## config.mk

```make
export PLATFORM = sky130hd
export DESIGN_NAME = ibex_fetch_fifo
export DESIGN_NICKNAME = d
export VERILOG_FILES = /design/src/rtl/ibex_fetch_fifo.sv
export SDC_FILE = /design/constraint.sdc
export NUM_CORES = 1
export LEC_CHECK = 0
export ABC_CLOCK_PERIOD_IN_PS = 3870
export CAP_MARGIN = 0
export CORE_ASPECT_RATIO = 0.5
export CORE_UTILIZATION = 28
export CTS_BUF_LIST = sky130_fd_sc_hd__clkbuf_4
export CTS_CLUSTER_DIAMETER = 80
export CTS_CLUSTER_SIZE = 14
export DETAILED_ROUTE_END_ITERATION = 7
export HOLD_SLACK_MARGIN = 0.12
export PLACE_DENSITY_LB_ADDON = 0.2
export SYNTH_ARGS = -nofsm -noshare
export SYNTH_HDL_FRONTEND = slang
export SYNTH_SLANG_ARGS = --single-unit
export TNS_END_PERCENT = 50
```

## constraint.sdc

```tcl
create_clock -name clk_i -period 3.87 [get_ports clk_i]
set_input_delay 0.774 -clock clk_i [delete_from_list [all_inputs] [get_ports clk_i]]
set_output_delay 0.774 -clock clk_i [all_outputs]
set_load 0.02 [all_outputs]
```

## src/rtl/ibex_fetch_fifo.sv

```systemverilog
// ibex_fetch_fifo
// Instruction fetch buffer between the instruction memory interface and the
// IF stage. Holds up to NUM_REQS+1 fetched 32-bit words in an in-order queue
// and re-aligns them so that 16-bit compressed and 32-bit instructions can be
// presented at halfword-aligned PCs.
//
// Ports:
//   clk_i        clock, all state on rising edge
//   rst_ni       asynchronous active-low reset
//   clear_i      flush all entries and load in_addr_i as the new fetch PC
//   in_addr_i    branch target, sampled only when clear_i=1
//   in_valid_i   memory response word valid
//   in_rdata_i   memory response word (word-aligned)
//   in_err_i     bus/PMP error for the response word
//   busy_o       busy_o[i] = queue entry (DEPTH-NUM_REQS+i) occupied
//   out_valid_o  complete instruction (or error) available
//   out_ready_i  IF stage consumes the presented instruction
//   out_addr_o   PC of the presented instruction
//   out_rdata_o  halfword-realigned instruction bits
//   out_err_o    fetch error for the presented instruction
//
// Configuration macro: IBEX_FETCH_FIFO_BYPASS_EN
//   defined   : incoming words feed the output mux combinationally when the
//               words they complete are not yet stored (zero latency)
//   undefined : every word is registered first (one cycle latency)
module ibex_fetch_fifo #(
  parameter int unsigned NUM_REQS = 2
) (
  input  logic                clk_i,
  input  logic                rst_ni,
  input  logic                clear_i,
  input  logic [31:0]         in_addr_i,
  input  logic                in_valid_i,
  input  logic [31:0]         in_rdata_i,
  input  logic                in_err_i,
  output logic [NUM_REQS-1:0] busy_o,
  output logic                out_valid_o,
  input  logic                out_ready_i,
  output logic [31:0]         out_addr_o,
  output logic [31:0]         out_rdata_o,
  output logic                out_err_o
);

  localparam int unsigned DEPTH = NUM_REQS + 1;

  logic [DEPTH-1:0] r_valid;
  logic [DEPTH-1:0] r_err;
  logic [31:0]      r_rdata [DEPTH];
  logic [31:0]      r_instrAddr;

  logic             w_inValid;
  logic             w_valid0, w_valid1, w_err0, w_err1;
  logic [31:0]      w_rdata0, w_rdata1;
  logic             w_unalignedComp;
  logic             w_outComp;
  logic             w_fire;
  logic             w_pop;
  logic [DEPTH:0]   w_slotFree;
  logic [DEPTH:0]   w_extValid;
  logic [DEPTH:0]   w_extErr;
  logic [31:0]      w_extRdata [DEPTH+1];
  logic [DEPTH-1:0] w_nextValid;
  logic [DEPTH-1:0] w_nextErr;
  logic [31:0]      w_nextRdata [DEPTH];

  // A response arriving in a clear cycle belongs to the old fetch stream.
  assign w_inValid = in_valid_i & ~clear_i;

  // Views of the two oldest words used by the output mux.
`ifdef IBEX_FETCH_FIFO_BYPASS_EN
  // The incoming word stands in for the first missing stored word.
  always_comb begin
    w_valid0 = r_valid[0] | w_inValid;
    w_rdata0 = r_valid[0] ? r_rdata[0] : in_rdata_i;
    w_err0   = r_valid[0] ? r_err[0]   : (w_inValid & in_err_i);
    w_valid1 = r_valid[1] | (r_valid[0] & w_inValid);
    w_rdata1 = r_valid[1] ? r_rdata[1] : in_rdata_i;
    w_err1   = r_valid[1] ? r_err[1]   : (w_inValid & in_err_i);
  end
`else
  always_comb begin
    w_valid0 = r_valid[0];
    w_rdata0 = r_rdata[0];
    w_err0   = r_err[0];
    w_valid1 = r_valid[1];
    w_rdata1 = r_rdata[1];
    w_err1   = r_err[1];
  end
`endif

  assign w_unalignedComp = (w_rdata0[17:16] != 2'b11);

  // Output mux: an unaligned instruction is complete with only entry0 when it
  // is compressed, or when entry0 already carries an error.
  always_comb begin
    out_rdata_o = w_rdata0;
    out_valid_o = w_valid0;
    out_err_o   = w_err0;
    if (r_instrAddr[1]) begin
      out_rdata_o = {w_rdata1[15:0], w_rdata0[31:16]};
      out_valid_o = w_valid1 | (w_valid0 & (w_unalignedComp | w_err0));
      out_err_o   = w_err0 | (w_err1 & ~w_unalignedComp);
    end
  end

  assign out_addr_o = r_instrAddr;
  assign busy_o     = r_valid[DEPTH-1 -: NUM_REQS];

  assign w_outComp = (out_rdata_o[1:0] != 2'b11);
  assign w_fire    = out_valid_o & out_ready_i & ~clear_i;
  // Aligned compressed leaves the upper half of entry0 still to be consumed.
  assign w_pop     = w_fire & (r_instrAddr[1] | ~w_outComp);

  // Slot i is the lowest free one when it is empty and slot i-1 is occupied;
  // slot DEPTH is a virtual slot that only exists for push-with-pop on a full
  // queue, where the shift frees the last real entry.
  assign w_slotFree = ~{1'b0, r_valid} & {r_valid, 1'b1};

  // Stored queue with the incoming word appended, then shifted on pop.
  always_comb begin
    for (int i = 0; i < DEPTH; i++) begin
      w_extValid[i] = r_valid[i];
      w_extErr[i]   = r_err[i];
      w_extRdata[i] = r_rdata[i];
    end
    w_extValid[DEPTH] = 1'b0;
    w_extErr[DEPTH]   = 1'b0;
    w_extRdata[DEPTH] = 32'h0;
    for (int i = 0; i <= DEPTH; i++) begin
      if (w_inValid && w_slotFree[i]) begin
        w_extValid[i] = 1'b1;
        w_extErr[i]   = in_err_i;
        w_extRdata[i] = in_rdata_i;
      end
    end
    for (int i = 0; i < DEPTH; i++) begin
      w_nextValid[i] = w_pop ? w_extValid[i+1] : w_extValid[i];
      w_nextErr[i]   = w_pop ? w_extErr[i+1]   : w_extErr[i];
      w_nextRdata[i] = w_pop ? w_extRdata[i+1] : w_extRdata[i];
    end
  end

  // Queue storage; clear only drops the valid bits.
  always_ff @(posedge clk_i or negedge rst_ni) begin
    if (!rst_ni) begin
      r_valid <= '0;
      r_err   <= '0;
      for (int i = 0; i < DEPTH; i++) begin
        r_rdata[i] <= 32'h0;
      end
    end else if (clear_i) begin
      r_valid <= '0;
    end else begin
      r_valid <= w_nextValid;
      r_err   <= w_nextErr;
      for (int i = 0; i < DEPTH; i++) begin
        r_rdata[i] <= w_nextRdata[i];
      end
    end
  end

  // Fetch PC: advances by the size of each consumed instruction.
  always_ff @(posedge clk_i or negedge rst_ni) begin
    if (!rst_ni) begin
      r_instrAddr <= 32'h0;
    end else if (clear_i) begin
      r_instrAddr <= in_addr_i;
    end else if (w_fire) begin
      r_instrAddr <= r_instrAddr + (w_outComp ? 32'd2 : 32'd4);
    end
  end

  // Upstream must hold off requests using busy_o so the queue never overflows.
  noOverflow: assert property (@(posedge clk_i) disable iff (!rst_ni)
    !(w_inValid && r_valid[DEPTH-1] && !w_pop));

endmodule

```

# ---- Word level (Yosys, flattened, before mapping)
# Cells that the tools add are included.
dict set report totals {
  reg_bits 134
}
dict set report op_classes {
  addsub 1
  n_eq_ne 2
  muxes 28
  bitwise 15
  n_reduce_logical 8
}
# operator n
set op_table {}
lappend op_table {{2-to-1 mux 32 bit} 10}
lappend op_table {{adder 32 x 3 -> 32 bit} 1}
lappend op_table {{2-to-1 mux 1 bit} 16}
lappend op_table {{AND 1 bit} 6}
lappend op_table {{2-to-1 mux 3 bit} 2}
lappend op_table {{AND 4 bit} 1}
lappend op_table {{logical AND 1 bit} 4}
lappend op_table {{!= test 2 bit, second input constant} 2}
lappend op_table {{inverter 3 -> 4 bit} 1}
lappend op_table {{OR 1 bit} 4}
lappend op_table {{nonzero test 2 bit} 2}
lappend op_table {{inverter 1 bit} 3}
lappend op_table {{nonzero test 3 bit} 1}
lappend op_table {{AND reduction 2 bit} 1}

# ---- Longest topological paths before layout
dict set report depth {
  ltp_word 10
  mapped_depth 11
  ltp_nobuf 9
}

# ---- Worst setup path after synthesis
# No wires, ideal clock.
dict set report synth_path {
  path_type {reg2reg}
  from {register r_instrAddr[1], in the netlist out_addr_o[1]}
  to {register r_err[1]}
  setup_ns 0.133
  t_arrival_ns 2.720
  t_required_ns 3.737
  setup_slack_ns 1.018
  stages_incl_launch_ff 11
  path_buffers 4
  synth_period_minus_slack_ns 2.852
  path_cell_list {dfrtp_1 > buf_4 > clkbuf_1 > inv_1 > ha_1 > or4_4 > or3_1 > buf_2 > buf_6 > o22ai_1 > a21oi_1}
}
dict set report synth_between {
  elab_chain_cells 6
  word_cells_on_any_way 9
  classes_between {eq/ne: 1; mux: 3; bitwise: 5}
}
# element line
set synth_lines {}
lappend synth_lines {{start, declared} 49} ;# logic [31:0] r_instrAddr;
lappend synth_lines {{start signal, assigned} 167} ;# r_instrAddr <= in_addr_i;
lappend synth_lines {{start signal, assigned} 169} ;# r_instrAddr <= r_instrAddr + (w_outComp ? 32'd2 : 32'd4);
lappend synth_lines {{2-to-1 mux 32 bit} 99} ;# if (r_instrAddr[1]) begin
lappend synth_lines {{!= test 2 bit} 109} ;# assign w_outComp = (out_rdata_o[1:0] != 2'b11);
lappend synth_lines {{inverter 1 bit} 112} ;# assign w_pop = w_fire & (r_instrAddr[1] | ~w_outComp);
lappend synth_lines {{OR 1 bit} 112}
lappend synth_lines {{AND 1 bit *} 112}
lappend synth_lines {{2-to-1 mux 1 bit *} 138} ;# w_nextErr[i] = w_pop ? w_extErr[i+1] : w_extErr[i];
lappend synth_lines {{end signal, assigned} 155} ;# r_err <= w_nextErr;
lappend synth_lines {{end, declared} 47} ;# logic [DEPTH-1:0] r_err;
# Mark *: on every way between the ends. The rest lies on a longest branch, timed or not.
# A chain may end at the register's enable or synchronous reset.

# ---- Worst setup path after layout
dict set report layout_path {
  from {register r_instrAddr[1], in the netlist out_addr_o[1]}
  to {output port out_valid_o}
}
dict set report layout_between {
  elab_chain_cells 1
}
# element line
set layout_lines {}
lappend layout_lines {{2-to-1 mux 1 bit} 99}
lappend layout_lines {{end, declared} 37} ;# output logic out_valid_o,
# No other way between the ends.

==> impl_metrics.py <==
metrics = {
    "placement": {
        "port_buffers": 137,
        "dpl_worst_slack_ns": 0.629,
        "dpl.cell_count": 1061,
        "place_hpwl_um": 11600,
        "dpl_cell_area_mm2": 0.00826,
        "gp_congestion": 0.767,
    },
    "logic_synthesis": {
        "synth_fa_ha_area_share_pct": 0.868,
        "syn-cell-area_mm2": 0.00663,
        "synth-xor-area-share_pct": 3.70,
        "synth_top_area_cell": "dfrtp_1",
        "async_reset_ff_share_pct": 100,
        "synthCells": 650,
        "synth_edf_count": 0,
        "synthMuxAreaShare_pct": 6.30,
        "synth_cell_types": 55,
        "synth_most_common_cell": "dfrtp_1",
        "synth_top_area_share_pct": 50.6,
        "ys_seq_area_share_pct": 50.6,
        "ys.flop_type": "dfrtp_1",
        "synthSimpleGateAreaFrac_pct": 10.8,
        "ys_top_cells_by_area": "dfrtp_1 51%, mux2_2 5.9%, a22o_1 4.4%",
        "synth_compound_area_share_pct": 19.9,
        "synth_top_family_by_area": "compound AO/OA/AOI/OAI gates",
        "synth_common_cells": "134 x dfrtp_1, 75 x inv_1, 45 x nor2_1",
        "ys.warnings.count": 0,
        "syn-num-nets": 724,
        "syn_area_per_cell_um2": 10.2,
        "synth-seq-cells": 134,
    },
    "clock_tree": {
        "cts_tree": "yes",
        "clk_pin_slew_ns": 0.12,
        "hold_buffers": 0,
        "cts_setup_buffers": 0,
        "clock_path_buffers": 2,
        "clock-sinks": 134,
        "clk_latency_ns": 0.55,
        "cts_resized": 0,
        "cts_made_buffers": 17,
        "clockRootBuffer": "clkbuf_4",
        "cts_max_level": 4,
    },
    "layout": {
        "final_cell_count_no_fill": 1094,
        "area_growth_pct": 28.9,
        "drive_above_1_share_pct": 13.1,
        "nNetsFinal": 847,
        "design_area_mm2": 0.00855,
    },
    "run_status": {
        "status": "complete, but fails checks",
        "violations": "design-rule violations",
    },
    "grt": {
        "overflow": 0,
        "first_global_vias": 5488,
        "grt_pass1_wl_um": 30300,
        "grt_antenna_before_repair": 1,
        "grt_max_degree": 69,
        "grt_util_all_layers_pct": 15.9,
    },
    "critical_path": {
        "critPathLaunchType": "register",
        "critical_path_class": "register to output pin",
        "cp_top_family": "buffers and inverters",
        "slowest_stage": "clkdlybuf4s50_1",
        "critPathMaxFanout": 37,
        "crit_buf_inv": 2,
        "crit_path_end_kind": "output pin",
        "max_stage_delay_ns": 0.56,
        "cp.required_ns": 3.10,
        "worstPathArrival_ns": 2.54,
        "path_cells": "buf_4 > nand4b_1 > nand2_1 > o21ai_0 > clkdlybuf4s50_1",
    },
    "power": {
        "power_density_mw_per_mm2": 643,
        "p_leak_nw": 3.55,
        "ir_worst_vdd_mv": 0.187,
    },
    "route": {
        "first_iter_violations": 392,
        "ant_nets": 0,
        "vias": 5339,
        "routed_wirelength_um": 18700,
        "detail_route.wl_per_cell_um": 17.1,
        "via_per_inst": 4.88,
        "drt-pass1-iter-count": 6,
        "route.detailed.drc": 16,
    },
    "sta": {
        "finalHoldViolCount": 0,
        "slew_viol_final": 0,
        "hold-worst-slack_ns": 0.223,
        "setup_viol": 0,
        "rsz0062_at_grt": "false",
        "max_freq_ghz": 0.301,
        "tightest_slew_ns": 0.826,
        "layout_setup_ws_ns": 0.551,
        "setup-tns-final_ns": 0,
        "fin_crit_sh_pct": 85.8,
        "post-route-min-period_ns": 3.32,
        "finClkSkew_ns": 0.0282,
        "max_slew_margin_pct": 44.9,
    },
    "floorplan": {
        "die_x_um": 220,
        "ios": 138,
        "start_util_pct": 28.8,
        "dieArea_mm2": 0.0243,
        "die_y_um": 111,
        "coreArea_mm2": 0.0230,
        "rows": 39,
    },
    "flow_run": {
        "maxCapViolations": 0,
    },
    "hold_path": {
        "hold_class": "primary input to async pin",
    },
}
[layout make-up]
cell class / count / area [µm²]
clock buffer: 18 / 135
tap: 307 / 384
timing repair buffer: 148 / 1460
antenna: 1 / 2.50
fill: 2348 / 14500
sequential: 134 / 3350
multi-input combinational: 396 / 2780
inverter: 76 / 285
clock inverter: 14 / 149
[per-layer routing]
metal	GRT usage, %	wire length [µm]	part of all wire (%)	vias to the layer above
li1	-	-	-	2562
met1	22.4	9000	48	2652
met2	24.7	8680	46	113
met3	3.02	861	4.6	12
met4	4.83	142	0.76	0
met5	0	0	0	-
[final timing paths]
check	from	endpoint	slack (ns)	cells past startpoint
worst max-delay path	out_addr_o[1]	out_valid_o	0.55	5
worst min-delay path	rst_ni	w_rdata1[27]	0.22	1
worst max register to register	out_addr_o[1]	w_rdata1[27]	0.78	7
worst min register to register	r_rdata[3]	r_rdata[3]	0.52	1
max in group asynchronous	rst_ni	out_addr_o[1]	2.81	2
min in group clk_i	r_rdata[3]	r_rdata[3]	0.52	1
[cell families after synthesis]
group / count (synthesis)
AO/OA/AOI/OAI: 180
XOR/XNOR: 28
adder cells (fa/ha/maj): 4
buffers and inverters: 120
flip-flops: 134
multiplexers: 37
AND/OR/NAND/NOR: 147
[through the flow]
stage | util, % | total power (W)
floorplan | - | 0.00367
global placement | 35.9 | 0.00452
detailed placement | 35.9 | 0.00456
CTS | 37.1 | 0.00558
global route | 37.1 | 0.00589
finish | 37.1 | 0.00550
[sequential cells by signal (all words and copies together), names as in the netlist]
register,flops
out_addr_o,32
r_rdata,32
w_rdata0,32
w_rdata1,32
r_err,3
r_valid,3
[layout by cell type (no fill, tap or decap), types with 2 or more instances in the layout]
cell type	netlist	layout
a21oi_1	37	37
clkinvlp_4	0	3
o31a_1	2	2
a22o_1	33	33
clkdlybuf4s50_1	0	135
clkinv_2	0	2
nor4_1	10	10
clkbuf_4	0	18
nand2_1	42	42
xnor2_1	27	27
o21ai_0	29	29
nor3_1	13	13
inv_6	0	4
inv_1	75	75
nand3_1	9	9
nor2_2	2	3
a221oi_2	10	10
buf_4	4	10
clkinv_4	0	2
nor3b_1	2	2
a221oi_1	23	23
bufinv_16	0	2
nand2b_1	3	3
nand4_1	4	4
o22ai_1	33	33
and4_1	5	5
dfrtp_1	134	133
mux2_2	35	35
o21ai_2	1	2
nor2_1	45	44
ha_1	3	3
[power breakdown]
group | internal (W) | leakage, nW | total [W] | switching [W]
Combinational | 0.00110 | 1.81 | 0.00219 | 0.00109
Sequential | 0.00194 | 1.60 | 0.00233 | 0.000392
Clock | 0.000395 | 0.147 | 0.000976 | 0.000580
Power figures use the tool's default switching activity.
